--- config.mk ---
export PLATFORM = sky130hd
export DESIGN_NAME = icache_fill_ctrl
export DESIGN_NICKNAME = d
export VERILOG_FILES = /design/src/rtl/icache_pkg.sv /design/src/rtl/icache_array.sv /design/src/rtl/icache_fill_ctrl.sv
export SDC_FILE = /design/constraint.sdc
export NUM_CORES = 2
export LEC_CHECK = 0
export ABC_CLOCK_PERIOD_IN_PS = 4550
export BUFFER_PORTS_ARGS = -buffer_cell sky130_fd_sc_hd__buf_2
export CORE_ASPECT_RATIO = 1.2
export CORE_MARGIN = 2
export CORE_UTILIZATION = 50
export DETAILED_ROUTE_END_ITERATION = 16
export HOLD_SLACK_MARGIN = 0.06
export PLACE_DENSITY = 0.75
export SLEW_MARGIN = 30
export SYNTH_ARGS = -nofsm -noshare
export SYNTH_HDL_FRONTEND = slang
export SYNTH_SLANG_ARGS = --single-unit
--- constraint.sdc ---
create_clock -name clk -period 4.55 [get_ports clk]
set_clock_uncertainty 0.2 [all_clocks]
set_input_delay 0.91 -clock clk [delete_from_list [all_inputs] [get_ports clk]]
set_output_delay 0.91 -clock clk [all_outputs]
set_load 0.02 [all_outputs]
--- src/rtl/icache_pkg.sv ---
// ---------------------------------------------------------------------------
// icache_pkg
// Shared definitions for the instruction-cache fill controller:
//   - fill FSM state encoding
//   - NOP instruction returned whenever no valid word is delivered
//   - line geometry (words per line, byte-offset width)
//   - helpers that slice a byte address into line index and tag
// ---------------------------------------------------------------------------
package icache_pkg;

    typedef enum logic [1:0] {
        IDLE = 2'd0,
        REQ  = 2'd1,
        WAIT = 2'd2,
        DONE = 2'd3
    } fill_state_t;

    localparam logic [15:0] NOP_INSTR = 16'h0800;
    localparam int          WORDS     = 4;
    // byte-in-word (1 bit) plus word-in-line (2 bits)
    localparam int          OFFSET_W  = 3;

    // Line index of a byte address, right-justified in 16 bits.
    function automatic logic [15:0] line_index(input logic [15:0] addr, input int idx_w);
        return (addr >> OFFSET_W) & ((16'd1 << idx_w) - 16'd1);
    endfunction

    // Tag of a byte address, right-justified in 16 bits.
    function automatic logic [15:0] line_tag(input logic [15:0] addr, input int idx_w);
        return addr >> (OFFSET_W + idx_w);
    endfunction

endpackage

--- src/rtl/icache_array.sv ---
// ---------------------------------------------------------------------------
// icache_array
// Flop-based storage for a direct-mapped cache: per-line valid bit, tag and
// WORDS x 16-bit data words. One combinational read port, one write port.
//
// Ports:
//   clk, rst       clock, asynchronous active-low reset
//   rd_idx/rd_word read line index / word within line
//   rd_valid       valid bit of the addressed line
//   rd_tag         stored tag of the addressed line
//   rd_data        addressed data word
//   wr_en          write wr_data into word wr_word of line wr_idx
//   valid_clr      clear valid of line wr_idx (start of a refill)
//   valid_set      set valid and write wr_tag for line wr_idx (refill done)
// ---------------------------------------------------------------------------
module icache_array
    import icache_pkg::*;
#(
    parameter int LINES = 16,
    parameter int IDXW  = 4,
    parameter int TAGW  = 9
) (
    input  logic            clk,
    input  logic            rst,
    input  logic [IDXW-1:0] rd_idx,
    input  logic [1:0]      rd_word,
    output logic            rd_valid,
    output logic [TAGW-1:0] rd_tag,
    output logic [15:0]     rd_data,
    input  logic            wr_en,
    input  logic [IDXW-1:0] wr_idx,
    input  logic [1:0]      wr_word,
    input  logic [15:0]     wr_data,
    input  logic            valid_clr,
    input  logic            valid_set,
    input  logic [TAGW-1:0] wr_tag
);

    logic [LINES-1:0] valid_r;
    logic [TAGW-1:0]  tag_r  [LINES];
    logic [15:0]      data_r [LINES*WORDS];

    // Valid bits and tags: cleared on reset, updated by the refill sequence.
    always_ff @(posedge clk or negedge rst) begin
        if (!rst) begin
            valid_r <= '0;
            for (int i = 0; i < LINES; i++) begin
                tag_r[i] <= '0;
            end
        end else begin
            if (valid_set) begin
                valid_r[wr_idx] <= 1'b1;
                tag_r[wr_idx]   <= wr_tag;
            end else if (valid_clr) begin
                valid_r[wr_idx] <= 1'b0;
            end
        end
    end

    // Data words: one word written per returned memory beat.
    always_ff @(posedge clk or negedge rst) begin
        if (!rst) begin
            for (int i = 0; i < LINES*WORDS; i++) begin
                data_r[i] <= 16'h0000;
            end
        end else begin
            if (wr_en) begin
                data_r[{wr_idx, wr_word}] <= wr_data;
            end
        end
    end

    assign rd_valid = valid_r[rd_idx];
    assign rd_tag   = tag_r[rd_idx];
    assign rd_data  = data_r[{rd_idx, rd_word}];

endmodule

--- src/rtl/icache_fill_ctrl.sv ---
// ---------------------------------------------------------------------------
// icache_fill_ctrl
// Direct-mapped instruction cache between fetch and backing memory. Hits
// return the 16-bit word in the same cycle; misses stall fetch while the
// 4-word line is filled one single-beat read at a time.
//
// Ports:
//   clk, rst              clock, asynchronous active-low reset
//   fetch_req/fetch_addr  fetch request and byte address (PC)
//   flush                 redirect; drops delivery of a pending miss
//   fetch_instr           instruction word, NOP when fetch_valid=0
//   fetch_valid           fetch_instr valid for fetch_addr (IDLE hit only)
//   stall                 fetch must hold its PC
//   err                   misaligned fetch (fetch_addr[0]=1)
//   mem_rd/mem_addr       one-cycle read strobe and word-aligned address
//   mem_rvalid/mem_rdata  read data return (latency >= 1)
//   hit_cnt/miss_cnt      saturating statistics, only with ICACHE_STATS_EN
//
// Optional feature macro: ICACHE_STATS_EN
// ---------------------------------------------------------------------------
module icache_fill_ctrl
    import icache_pkg::*;
#(
    parameter int LINES = 16
) (
    input  logic        clk,
    input  logic        rst,
    input  logic        fetch_req,
    input  logic [15:0] fetch_addr,
    input  logic        flush,
    output logic [15:0] fetch_instr,
    output logic        fetch_valid,
    output logic        stall,
    output logic        err,
    output logic        mem_rd,
    output logic [15:0] mem_addr,
    input  logic        mem_rvalid,
    input  logic [15:0] mem_rdata
`ifdef ICACHE_STATS_EN
    ,
    output logic [15:0] hit_cnt,
    output logic [15:0] miss_cnt
`endif
);

    localparam int IDXW = $clog2(LINES);
    localparam int TAGW = 16 - OFFSET_W - IDXW;

    fill_state_t     state_r;
    fill_state_t     state_nxt_s;
    logic [1:0]      beat_r;
    logic [1:0]      beat_nxt_s;
    logic [15:0]     base_r;
    logic [15:0]     base_nxt_s;

    logic            req_s;
    logic            lookup_s;
    logic            hit_s;
    logic            miss_s;
    logic            wr_en_s;
    logic            valid_clr_s;
    logic            valid_set_s;

    logic [IDXW-1:0] fetch_idx_s;
    logic [TAGW-1:0] fetch_tag_s;
    logic [IDXW-1:0] fill_idx_s;
    logic [TAGW-1:0] fill_tag_s;
    logic            rd_valid_s;
    logic [TAGW-1:0] rd_tag_s;
    logic [15:0]     rd_data_s;

    assign fetch_idx_s = IDXW'(line_index(fetch_addr, IDXW));
    assign fetch_tag_s = TAGW'(line_tag(fetch_addr, IDXW));
    assign fill_idx_s  = IDXW'(line_index(base_r, IDXW));
    assign fill_tag_s  = TAGW'(line_tag(base_r, IDXW));

    icache_array #(
        .LINES (LINES),
        .IDXW  (IDXW),
        .TAGW  (TAGW)
    ) u_array (
        .clk       (clk),
        .rst       (rst),
        .rd_idx    (fetch_idx_s),
        .rd_word   (fetch_addr[2:1]),
        .rd_valid  (rd_valid_s),
        .rd_tag    (rd_tag_s),
        .rd_data   (rd_data_s),
        .wr_en     (wr_en_s),
        .wr_idx    (fill_idx_s),
        .wr_word   (beat_r),
        .wr_data   (mem_rdata),
        .valid_clr (valid_clr_s),
        .valid_set (valid_set_s),
        .wr_tag    (fill_tag_s)
    );

    // Lookup, fetch-side outputs, memory strobe and fill next-state.
    always_comb begin
        state_nxt_s = state_r;
        beat_nxt_s  = beat_r;
        base_nxt_s  = base_r;
        wr_en_s     = 1'b0;
        valid_clr_s = 1'b0;
        valid_set_s = 1'b0;
        mem_addr    = 16'h0000;

        // Requests are ignored while reset is held so every output sits at
        // its reset value regardless of what fetch is driving.
        req_s    = fetch_req & rst;
        // Flush wins over a lookup: no delivery and no fill start.
        lookup_s = (state_r == IDLE) & req_s & ~fetch_addr[0] & ~flush;
        hit_s    = lookup_s & rd_valid_s & (rd_tag_s == fetch_tag_s);
        miss_s   = lookup_s & ~hit_s;

        fetch_valid = hit_s;
        if (hit_s) begin
            fetch_instr = rd_data_s;
        end else begin
            fetch_instr = NOP_INSTR;
        end
        err    = req_s & fetch_addr[0];
        stall  = miss_s | (state_r != IDLE);
        mem_rd = (state_r == REQ);

        // A flush arriving mid-fill needs no state of its own: delivery only
        // ever happens through a fresh IDLE lookup of whatever PC fetch
        // presents after DONE, so the cancelled request is simply never seen.
        case (state_r)
            IDLE: begin
                if (miss_s) begin
                    base_nxt_s  = fetch_addr & ~16'h0007;
                    beat_nxt_s  = 2'd0;
                    state_nxt_s = REQ;
                end else begin
                    state_nxt_s = IDLE;
                end
            end
            REQ: begin
                mem_addr    = base_r + {13'd0, beat_r, 1'b0};
                state_nxt_s = WAIT;
            end
            WAIT: begin
                if (mem_rvalid) begin
                    wr_en_s     = 1'b1;
                    // Invalidate on the first beat so a half-written line
                    // can never produce a hit.
                    valid_clr_s = (beat_r == 2'd0);
                    if (beat_r == 2'd3) begin
                        valid_set_s = 1'b1;
                        state_nxt_s = DONE;
                    end else begin
                        beat_nxt_s  = beat_r + 2'd1;
                        state_nxt_s = REQ;
                    end
                end else begin
                    state_nxt_s = WAIT;
                end
            end
            DONE: begin
                state_nxt_s = IDLE;
            end
            default: begin
                state_nxt_s = IDLE;
            end
        endcase
    end

    // Fill FSM state, beat counter and latched line base address.
    always_ff @(posedge clk or negedge rst) begin
        if (!rst) begin
            state_r <= IDLE;
            beat_r  <= 2'd0;
            base_r  <= 16'h0000;
        end else begin
            state_r <= state_nxt_s;
            beat_r  <= beat_nxt_s;
            base_r  <= base_nxt_s;
        end
    end

`ifdef ICACHE_STATS_EN
    // Saturating hit / fill-start counters.
    always_ff @(posedge clk or negedge rst) begin
        if (!rst) begin
            hit_cnt  <= 16'h0000;
            miss_cnt <= 16'h0000;
        end else begin
            if (hit_s && (hit_cnt != 16'hFFFF)) begin
                hit_cnt <= hit_cnt + 16'd1;
            end
            if (miss_s && (miss_cnt != 16'hFFFF)) begin
                miss_cnt <= miss_cnt + 16'd1;
            end
        end
    end
`endif

endmodule
---- Word-level counts from Yosys, hierarchy flattened ----
Cells that the tools add are included.
W data, S select, Z words.
storage, ports and cells
  bits in registers ....................... 1201
  input bits .............................. 37
cells by class
  add/sub/neg operators ................... 2
  order comparisons ....................... 9
  equal/unequal tests ..................... 8
  mux-type cells .......................... 35
  bitwise gates (word level) .............. 19
  reduce and logical (&&, ||, !) cells .... 10
operators with widths
  cell                  count
  $bwmux W1024          1
  $bwmux W144           1
  $mux W16              7
  $bmux W16 S6          1
  $demux W16 S6         1
  $bmux W9 S4           1
  $demux W9 S4          1
  $mux W9               3
  $add A16 B3 Y16       1
  $and A16 B16 Y16      1
  $not A16 Y16          1
  $or A16 B16 Y16       1
  $ge A7 B7 Y1 const B  2
  $not A6 Y7            2
  $ge A5 B5 Y1 const B  2
  $lt A4 B5 Y1 const B  2
  $mux W1               10
  $mux W2               5
  $not A4 Y5            2
  $eq A9 B9 Y1          1
  $and A1 B1 Y1         8
  $pmux W2 S4           1
  $lt A7 B1 Y1 const B  1
  $eq A2 B2 Y1 const B  3
  15 further kinds      24

---- Longest topological paths before layout ----
  word-level depth ........................ 10
  depth in mapped cells ................... 12

---- By module ----
From an unflattened synthesis, not the netlist that was laid out.
unflattened totals
  cell total of the unflattened synthesis .. 3615
  area, all modules ....................... 55328.1 um^2
by module, submodules not included
  module            times used  cells an instance  area an instance (um^2)  sequential area each (um^2)
  icache_array      1           3511               54213.2                  29628.4
  icache_fill_ctrl  1           104                1114.8                   425.4

---- Worst setup path after synthesis ----
No wires, ideal clock.
  kind .................................... input -> output
  start ................................... input port fetch_addr[1]
  end ..................................... output port fetch_instr[4]
  arrival ................................. 3.497 ns
  required time ........................... 3.440 ns
  setup slack ............................. -0.057 ns
  cell stages on the path ................. 7
  buffers on the path ..................... 3
  cell sequence ........................... clkbuf_1 clkbuf_1 buf_1 mux4_2 mux4_2 mux4_2 and2b_1
on the way
  longest elaborated chain between the ends .. 5
RTL lines
  what                                          line                     text
  start: declaration                            icache_fill_ctrl.sv:29   input logic [15:0] fetch_addr,
  $not A6 Y7 (implied by the code)              icache_array.sv:75       assign rd_data = data_r[{rd_idx, rd_word}];
  $bmux W16 S6                                  icache_array.sv:75
  $mux W16 (implied by the code) (2 in series)  icache_array.sv:75
  $mux W16                                      icache_fill_ctrl.sv:117  if (hit_s) begin
  end: declaration                              icache_fill_ctrl.sv:31   output logic [15:0] fetch_instr,
Every way passes these cells. The select of a mux whose other input is x is not followed.

---- Worst setup path in the final report ----
  start ................................... input port fetch_addr[1]
  end ..................................... output port fetch_instr[11]
The elaborated chain is that of the path after synthesis.

==> key figures <==
Status
  • Status: finished clean

Detailed routing
  • Post-route antenna net violation count: 0
  • Wire per inst: 27.9 um
  • DR vias/cell: 6.19
  • Detailed-route via count: 30500
  • Final wirelength: 138 mm
  • # DRC: 0
  • Pre-antenna DRT Iters: 7
  • Starting DRT DRC Count: 2415

Placed design
  • DP Worst Slack: -128 ps
  • DP Area: 57500 um2
  • Routability congestion estimate: 0.833
  • Input/output buffers: 71
  • Hpwl dp: 84.9 mm

Finish
  • Design area: 62400 um2
  • Total Nets Final: 3470
  • Most frequent cells in the layout: dfrtp_1 (1201), mux2_2 (1179), mux4_2 (370)
  • Most common cell after layout, fill and taps aside: dfrtp_1
  • Share of cells above drive strength 1: 58.8%
  • Area Overhead vs Synth: 14.1%

Synthesis
  • Synth cell types: 51
  • Post-Syn Area: 54700 um2
  • YS warnings: 0
  • Synth area leader: dfrtp_1
  • Post-synth EDFFs: 0
  • Synth Net Count: 3367
  • Seq cells post-synth: 1201
  • Synth top area cells: dfrtp_1 (55%), mux2_2 (24%), mux4_2 (15%)
  • Cells after synthesis: 3328
  • Async S/R FF share, synth: 100%
  • Synth top area share: 55.0%
  • Post-synthesis sequential area ratio: 55.0%
  • Syn_area_per_cell: 16.4 um2
  • Main flop type after synthesis: dfrtp_1

Global routing
  • First-pass GRT wire length: 208 mm
  • GRT Total Usage: 24.7%
  • GRT Residual Overflow: 0
  • Pin count of the biggest net entering global routing: 182
  • Initial antenna violation count: 5
  • Vias in the first global route: 32300

Worst hold path
  • Hold WC Path Type: in2async

Floorplan
  • Core area: 108000 um2
  • Die width: 306 um
  • Rows: 132
  • Die height: 366 um
  • I/O Pins: 73
  • Initial cell density of the core: 50.5%
  • Die Footprint: 112000 um2

Worst setup path
  • Arr. time, crit path: 3400 ps
  • CP Capture Type: primary output
  • Startpoint types: input port
  • Worst r2r path cells: 10
  • Crit path capture: fetch_instr[11]
  • Beginning of the critical path: fetch_addr[1]
  • Reg-to-reg slack, setup: 1190 ps
  • Reg2reg end: base_r[3]
  • CP Class: in2out
  • Reg-to-reg critical path startpoint: u_array.tag_r[5]
  • Crit path max fanout: 12
  • Critical path required time: 3440 ps

STA
  • Worst Tran Pin Value: 1050 ps
  • Max Slew Vio Count: 0
  • Fin Setup TNS: 0 ps
  • Setup violators final: 0
  • Post-route minimum period: 4510 ps
  • Worst slew margin: 29.7%
  • Worst setup margin: 41.0 ps
  • Hold Worst Slack: 138 ps
  • Timing-limited maximum frequency: 222 MHz
  • Fin. Hold Viols: 0
  • RSZ-0062 raised after global routing: yes
  • Final Cycle Share: 99.1%

Clock network
  • Root buffer cell: clkbuf_16
  • H-tree Lvls: 3
  • Clock sink count: 1201
  • CTS tree: done
  • CTS Buffer Depth: 3
  • Total CTS buffers: 118
  • Worst-Skew Late Latency: 700 ps
  • Worst-path clk slew: 60 ps

Power and ir drop
  • Leak Pwr: 30.3 nW
  • Overall power: 0.0286 W
  • Worst vdd ir: 0.312 mV
  • PwrDens: 459 nW/um2

Flow run
  • Max-cap viol count: 0
==> logic make-up after synthesis <==
kind of cell,after synthesis,share of synthesized area [%]
flip-flops,1201,55.0
other,1,0.00686
buffers and inverters,302,2.29
AND/OR/NAND/NOR,197,1.82
multiplexers,1576,40.2
XOR/XNOR,15,0.240
AO/OA/AOI/OAI,34,0.366
adder cells (fa/ha/maj),2,0.0458
==> power by group <==
group | total, W | switching (W) | internal (W)
registers | 0.0137 | 0.00119 | 0.0125
clock network | 0.0105 | 0.00416 | 0.00631
logic | 0.00448 | 0.00185 | 0.00263
==> repair_timing <==
action	CTS	global route
hold buffers	0	0
pin swaps	1	2
setup endpoints to repair	12	15
setup buffers	4	13
gates cloned	0	9
gates resized for setup	11	35
==> through the flow <==
| stage | cells | util [%] |
|---|---|---|
| global placement | 4687 | 53.1 |
| global route | 4929 | 57.6 |
| CTS | 4902 | 57.1 |
| finish | 4932 | 57.6 |
| floorplan | 3328 | - |
| detailed placement | 4687 | 53.2 |
==> worst min-delay path by stage <==
stage | cells after the start | from | endpoint | slack [ps]
6_report | 2 | rst | u_array.data_r[388] | 140
3_5_place_dp | 1 | u_array.data_r[464] | u_array.data_r[464] | 290
5_1_grt | 2 | rst | u_array.data_r[388] | 160
4_1_cts | 2 | rst | u_array.data_r[388] | 130
2_1_floorplan | 2 | register | register | 270
3_3_place_gp | 1 | u_array.tag_r[95] | u_array.tag_r[95] | 280
==> routing by layer <==
| layer | GRT usage, % | share of wire, % | up-vias |
|---|---|---|---|
| li1 | - | - | 12600 |
| met1 | 33.9 | 42 | 16800 |
| met2 | 40.2 | 49 | 864 |
| met3 | 4.37 | 5.7 | 239 |
| met4 | 7.76 | 3.2 | 6 |
| met5 | 0 | 0.025 | - |
==> Yosys cell counts, types with 2 or more instances <==
master / number
nand3_1: 9
mux4_2: 367
a21oi_1: 3
nor2b_1: 11
o22ai_1: 3
or2_2: 2
or3_1: 2
buf_2: 62
and2_1: 17
buf_4: 5
mux4_1: 7
and3_1: 4
xor2_1: 10
nor4_2: 3
nand2_1: 75
nor2_1: 41
and2b_1: 8
nor2_2: 8
buf_1: 31
dfrtp_1: 1201
mux2i_1: 16
nor3_1: 4
clkbuf_1: 197
o21ai_0: 21
inv_1: 4
xnor2_1: 5
mux2_4: 7
mux2_2: 1179
nand2b_1: 3
ha_1: 2
==> critical path: stages <==
cell	delay [ps]
buf_16	130
buf_12	170
buf_16	170
mux4_2	530
mux4_2	550
mux4_2	540
or2_1	220
buf_2	160
==> cell type report <==
class / instances / area, um2
antenna: 3 / 7.51
timing repair buffer: 280 / 2950
clock buffer: 164 / 3390
fill: 8159 / 45800
multi-input combinational: 1825 / 23400
inverter: 5 / 18.8
sequential: 1201 / 30100
clock inverter: 47 / 781
tap: 1407 / 1760
==> sequential cells by signal, indices dropped and copies added (netlist names), named ones only <==
signal / count
state_r: 2
base_r: 13
beat_r: 2
u_array.tag_r: 144
u_array.data_r: 1024
(Power assumes the default switching activity.)
